==> src/rtl/pipe_ctrl_n.sv <==
// pipe_ctrl_n: parametrised in-order pipeline sequencer.
// Resolves per-stage stall/flush requests by priority, owns the per-stage
// valid bits, drives stage load enables and keeps performance counters.
module pipe_ctrl_n #(
  parameter int unsigned NSTAGE = 5,
  parameter int unsigned CNT_W  = 64,
  parameter int unsigned SIDX_W = 4
) (
  input  logic              clk,
  input  logic              rst,
  input  logic              in_valid,
  input  logic [NSTAGE-1:0] stall_req,
  input  logic [NSTAGE-1:0] flush_req,
  input  logic              cnt_clr,
  output logic [NSTAGE-1:0] ena,
  output logic [NSTAGE-1:0] valid,
  output logic              in_ready,
  output logic              retire,
  output logic [SIDX_W-1:0] stall_idx,
  output logic [CNT_W-1:0]  cyc_cnt,
  output logic [CNT_W-1:0]  ret_cnt,
  output logic [CNT_W-1:0]  stl_cnt,
  output logic [CNT_W-1:0]  fls_cnt
);

  logic              flush_any;
  logic [SIDX_W-1:0] f_idx;
  logic [NSTAGE-1:0] younger_m;
  logic [NSTAGE-1:0] stall_m;
  logic              stall_any;
  logic [SIDX_W-1:0] s_idx;
  logic              flush_eff;
  logic [NSTAGE-1:0] ena_raw;
  logic [NSTAGE-1:0] bubble;
  logic [NSTAGE-1:0] kill;
  logic [NSTAGE-1:0] prev_valid;

  logic [NSTAGE-1:0] valid_q, valid_d;
  logic [CNT_W-1:0]  cyc_q, cyc_d;
  logic [CNT_W-1:0]  ret_q, ret_d;
  logic [CNT_W-1:0]  stl_q, stl_d;
  logic [CNT_W-1:0]  fls_q, fls_d;

  // Flush priority encoder (oldest request wins) and mask of stages it kills.
  always_comb begin
    flush_any = 1'b0;
    f_idx     = '0;
    for (int i = 0; i < NSTAGE; i++) begin
      if (flush_req[i]) begin
        flush_any = 1'b1;
        f_idx     = SIDX_W'(i);
      end
    end
    younger_m = '0;
    for (int i = 0; i < NSTAGE; i++) begin
      younger_m[i] = flush_any && (SIDX_W'(i) < f_idx);
    end
  end

  // Stall priority encoder over requests not shadowed by the flush.
  always_comb begin
    stall_m   = stall_req & ~younger_m;
    stall_any = 1'b0;
    s_idx     = '0;
    for (int i = 0; i < NSTAGE; i++) begin
      if (stall_m[i]) begin
        stall_any = 1'b1;
        s_idx     = SIDX_W'(i);
      end
    end
    // Any surviving stall sits at or above the flusher, so it suppresses it.
    flush_eff = flush_any && !stall_any;
  end

  // Load enables, bubble insertion point and kill vector.
  always_comb begin
    ena_raw = '1;
    bubble  = '0;
    kill    = '0;
    if (stall_any) begin
      for (int i = 0; i < NSTAGE; i++) begin
        if (SIDX_W'(i) <= s_idx) ena_raw[i] = 1'b0;
      end
      for (int i = 1; i < NSTAGE; i++) begin
        bubble[i] = (SIDX_W'(i - 1) == s_idx);
      end
    end
    if (flush_eff) begin
      // Fetch is always refused on a flush, even when stage 0 itself flushes.
      kill       = younger_m;
      kill[0]    = 1'b1;
      ena_raw    = ena_raw & ~kill;
    end
  end

  // Next-state for valid bits and counters.
  always_comb begin
    prev_valid = {valid_q[NSTAGE-2:0], in_valid};
    valid_d    = valid_q;
    for (int i = 0; i < NSTAGE; i++) begin
      if (kill[i])         valid_d[i] = 1'b0;
      else if (ena_raw[i]) valid_d[i] = bubble[i] ? 1'b0 : prev_valid[i];
    end
    cyc_d = cnt_clr ? '0 : cyc_q + CNT_W'(1);
    ret_d = cnt_clr ? '0 : ret_q + CNT_W'(valid_q[NSTAGE-1] && ena_raw[NSTAGE-1]);
    stl_d = cnt_clr ? '0 : stl_q + CNT_W'(stall_any);
    fls_d = cnt_clr ? '0 : fls_q + CNT_W'(flush_eff);
  end

  // State registers.
  always_ff @(posedge clk or negedge rst) begin
    if (!rst) begin
      valid_q <= '0;
      cyc_q   <= '0;
      ret_q   <= '0;
      stl_q   <= '0;
      fls_q   <= '0;
    end else begin
      valid_q <= valid_d;
      cyc_q   <= cyc_d;
      ret_q   <= ret_d;
      stl_q   <= stl_d;
      fls_q   <= fls_d;
    end
  end

  // Outputs; combinational controls are forced quiet while reset is held.
  always_comb begin
    ena       = rst ? ena_raw : '0;
    in_ready  = ena[0];
    stall_idx = (rst && stall_any) ? s_idx : '0;
    valid     = valid_q;
    retire    = valid_q[NSTAGE-1];
    cyc_cnt   = cyc_q;
    ret_cnt   = ret_q;
    stl_cnt   = stl_q;
    fls_cnt   = fls_q;
  end

endmodule

==> config.mk <==
export PLATFORM = sky130hd
export DESIGN_NAME = pipe_ctrl_n
export DESIGN_NICKNAME = d
export VERILOG_FILES = /design/src/rtl/pipe_ctrl_n.sv
export SDC_FILE = /design/constraint.sdc
export NUM_CORES = 1
export LEC_CHECK = 0
export CORE_UTILIZATION = 45
export CTS_BUF_LIST = sky130_fd_sc_hd__clkbuf_4 sky130_fd_sc_hd__clkbuf_8
export DETAILED_ROUTE_END_ITERATION = 16
export GPL_TIMING_DRIVEN = 0
export PLACE_DENSITY = 0.72
export SLEW_MARGIN = 20
export SYNTH_ARGS = -nofsm -noshare
export SYNTH_HDL_FRONTEND = slang
export SYNTH_SLANG_ARGS = --single-unit
==> constraint.sdc <==
create_clock -name clk -period 4.7 [get_ports clk]
set_input_delay 0.94 -clock clk [delete_from_list [all_inputs] [get_ports clk]]
set_output_delay 0.94 -clock clk [all_outputs]
set_load 0.005 [all_outputs]
==> results.md <==
* Synthesized area at 13830 sq um
* Pwr dens at 254.3 nW/um^2
* EDFF count, synth at 0
* Vias in the first global route at 12.69k
* Combinational Power Share at around 3.5%
* Setup bufs post-CTS at 0
* Routed wire length per instance at 17.66 um
* Syn Nets at approximately 1.6k
* XOR/XNOR Fraction of Synth Area at 8.360%
* Clock skew at between 0.03 and 0.04 ns
* First-pass GRT wire length at between 60000 and 70000 um
* Largest family of logic cells by synthesized area: simple AND/OR/NAND/NOR gates
* HPWL after DPL at 28800 um
* Aggregate routed wire length at roughly 41000 um
* Final Hold Vio Count at 0
* Slew Viols, Final at 0
* Clock buffer count from CTS at 47
* Yosys warnings at 0
* DRC violations left at 0
* PnR worst setup slack at 0.3102 ns
* Status: finished, final reports clean
* Top Ports at between 200 and 300
* H-tree depth at 2
* Worst-Margin Slew at roughly 1.2 ns
* Share of total power in the clock network at a little under half
* Slew HR at between 20 and 25%
* CP Class: input port to flip-flop
* R2R cell count at 6
* PortBufs at 284
* Layout Cell Area excl Fill at 18210 sq um
* Initial Utilization at 46.17%
* Sw frac at 22.72%
* Unique masters post-synth at between 40 and 50
* Max clock buf depth at 3
* Layout Nets at 1895
* Inserted Diodes at 0
* Cell Rows at 63
* Max VDD drop at 0.1516 mV
* Crit path capture type: flip-flop
* Async set or reset register ratio after synthesis at 100.0%
* Adder-Cell Fraction of Synth Area at less than 1%
* Area after DPL at between 15000 and 20000 sq um
* Detailed Routing Iterations Pass 1 at 6
* Area Growth Syn to Fin at 31.66%
* Fmax at 227.8 MHz
* Post-synthesis mux area share at 0.4795%
* Sequential area share after synthesis at approximately 47%
* Die area at around 31000 sq um
* Core region area at 29950 sq um
* CTS tree: built
* Via Count at about 13k
* Synth Area in Simple Gates at between 30% and 40%
* Tmin final at 4.390 ns
* Int Power at roughly 0.0036 W
* Leakage at between 6 and 7 nW
* Clk sinks at 261
* Synth Flop Type: dfrtp_1
* Critical Path Start Type: input port
* Placer congestion estimate at about 0.87
* Count of final setup violators at 0
* Crit share post-route at just over 90%
* Worst skew pair latency at ~0.56 ns
* Via/cell ratio at between 5 and 6
* Total GRT Usage at between 20% and 30%
* CTS clock-pin slew for the worst setup and hold paths at about 0.060 ns
* Hold Path Class: input port to async pin
* # fillers at between 2k and 3k
* Reg2Reg Launch Point: cyc_cnt[9]
* Crit Path Max Fanout at 8
* Arrival time worst endpoint at between 4 and 5 ns
* Post-Syn Area per Cell at 8.986 sq um
* Initial antenna violation count at 0
* Antenna-violating nets left at 0
* Compound-cell area share of the yosys netlist at a little under a tenth
* Initial DRC count at roughly 1.1k
* CP required at a little over 5 ns
* Die W at 177.3 um
* Design Power at roughly 0.0046 W
* Part of the power in registers at around half
* Unrepaired setup endpoints after global routing: yes
* Setup slack, reg-to-reg at ~1.5 ns
* Psw at 0.001052 W
* Post-Syn Instances at roughly 1.5k
* Max cap viols at 0
* Post-Place Worst Slack at -0.4658 ns
* Crit path from: flush_req[4]
* Chip Height at 177.3 um
* Synth Register Bits at about 260
* Worst hold slack at between 0.3 and 0.4 ns
* Largest net degree at the start of global routing at a little under 100
* Root buf cell: clkbuf_8
* Layout cells sized above 1 at roughly 6.2%
* Total gr overflow at 0
## routing by layer
| metal | routed length (um) | GRT usage [%] |
|---|---|---|
| met2 | 19000 | 41.11 |
| met4 | 913 | 8.120 |
| met3 | 2911 | 5.034 |
| met1 | 17750 | 35.44 |
| met5 | 0 | 0 |
## power groups by stage
stage          logic (W)  registers (W)  clock network, W
3_5_place_dp    0.000168        0.00230                 0
3_3_place_gp    0.000161        0.00230                 0
4_1_cts         0.000169        0.00226           0.00224
2_1_floorplan  0.0000527        0.00230                 0
6_report        0.000164        0.00226           0.00220
5_1_grt         0.000185        0.00226           0.00235
## kinds of logic after synthesis
group,after synthesis
AND/OR/NAND/NOR,810
flip-flops,261
AO/OA/AOI/OAI,231
XOR/XNOR,132
buffers and inverters,91
adder cells (fa/ha/maj),7
multiplexers,6
other,1
## cell usage after synthesis, drive strengths merged (2+ instances only)
cell type / number / area share (%)
and4: 21 / 1.3
a21oi: 109 / 3.9
clkbuf: 49 / 1.3
nand4: 124 / 5.8
dfrtp: 261 / 47
nor2b: 15 / 0.68
inv: 35 / 0.95
nor3: 46 / 1.7
a31o: 2 / 0.13
or2: 7 / 0.32
xor2: 66 / 4.2
ha: 7 / 0.63
o21bai: 2 / 0.11
and2: 11 / 0.50
nand2b: 6 / 0.27
nand3: 89 / 3.2
nor4: 41 / 2.2
nor2: 190 / 5.2
nand4b: 3 / 0.19
mux2: 5 / 0.41
or4: 46 / 2.5
o31ai: 31 / 1.7
o21a: 2 / 0.11
or3: 79 / 3.6
nand2: 107 / 2.9
xnor2: 66 / 4.2
o21ai: 82 / 3.0
buf: 7 / 0.28
and3: 22 / 1.0
## worst max-delay path, cell delays in order
cell and delay, ns:
clkdlybuf4s50_1 0.52, or3_1 0.47, o21bai_1 0.40, ha_1 0.29, ha_1 0.22, nand2_1 0.12, nor4_1 0.89, nand4_1 0.39
or3_1 0.45, a21oi_1 0.17
## registers in the layout, summed over array words and instances (netlist names)
| name | cells |
|---|---|
| stl_cnt | 64 |
| valid | 5 |
| cyc_cnt | 64 |
| ret_cnt | 64 |
| fls_cnt | 64 |
## path summary, 6_finish.rpt
kind	end
max in group asynchronous	fls_cnt[22]
setup reg to reg	cyc_cnt[46]
setup / recovery	stl_cnt[60]
hold reg to reg	valid[2]
min in group clk	valid[2]
hold / removal	ret_cnt[14]
## final cells by class
cell class	count	area (sq um)	area share, %
Buffer	56	224.0	1.230
Clock buffer	81	964.7	5.298
Clock inverter	1	7.507	0.04123
Inverter	35	131.4	0.7215
Multi-Input combinational cell	1187	6958	38.21
Sequential cell	261	6531	35.87
Tap cell	390	488.0	2.680
Timing Repair Buffer	286	2903	15.94
## layout by cell type (no fill, tap or decap), types with 43 or more instances in the layout
cell,count
or3_1,79
clkbuf_8,57
o21ai_0,82
nand2_1,107
clkdlybuf4s50_1,283
xor2_1,66
dfrtp_1,261
clkbuf_1,48
nor2_1,190
or4_1,43
nor3_1,46
a21oi_1,109
nand4_1,121
nand3_1,89
xnor2_1,66
## stage by stage
step	instances	util [%]	setup TNS [ns]
after floorplan	1539	-	0
after global placement	2213	57.29	-2423.11
after detailed placement	2215	57.49	-5.265
after CTS	2297	60.74	0
after global routing	2297	60.79	-0.08080
final	2297	60.79	0
## repair_timing
action / in CTS / in global routing
gates resized for setup: 0 / 2
hold buffers: 0 / 0
endpoints found under the setup margin: 0 / 13
No activity file was read; power rests on OpenSTA's default activity.
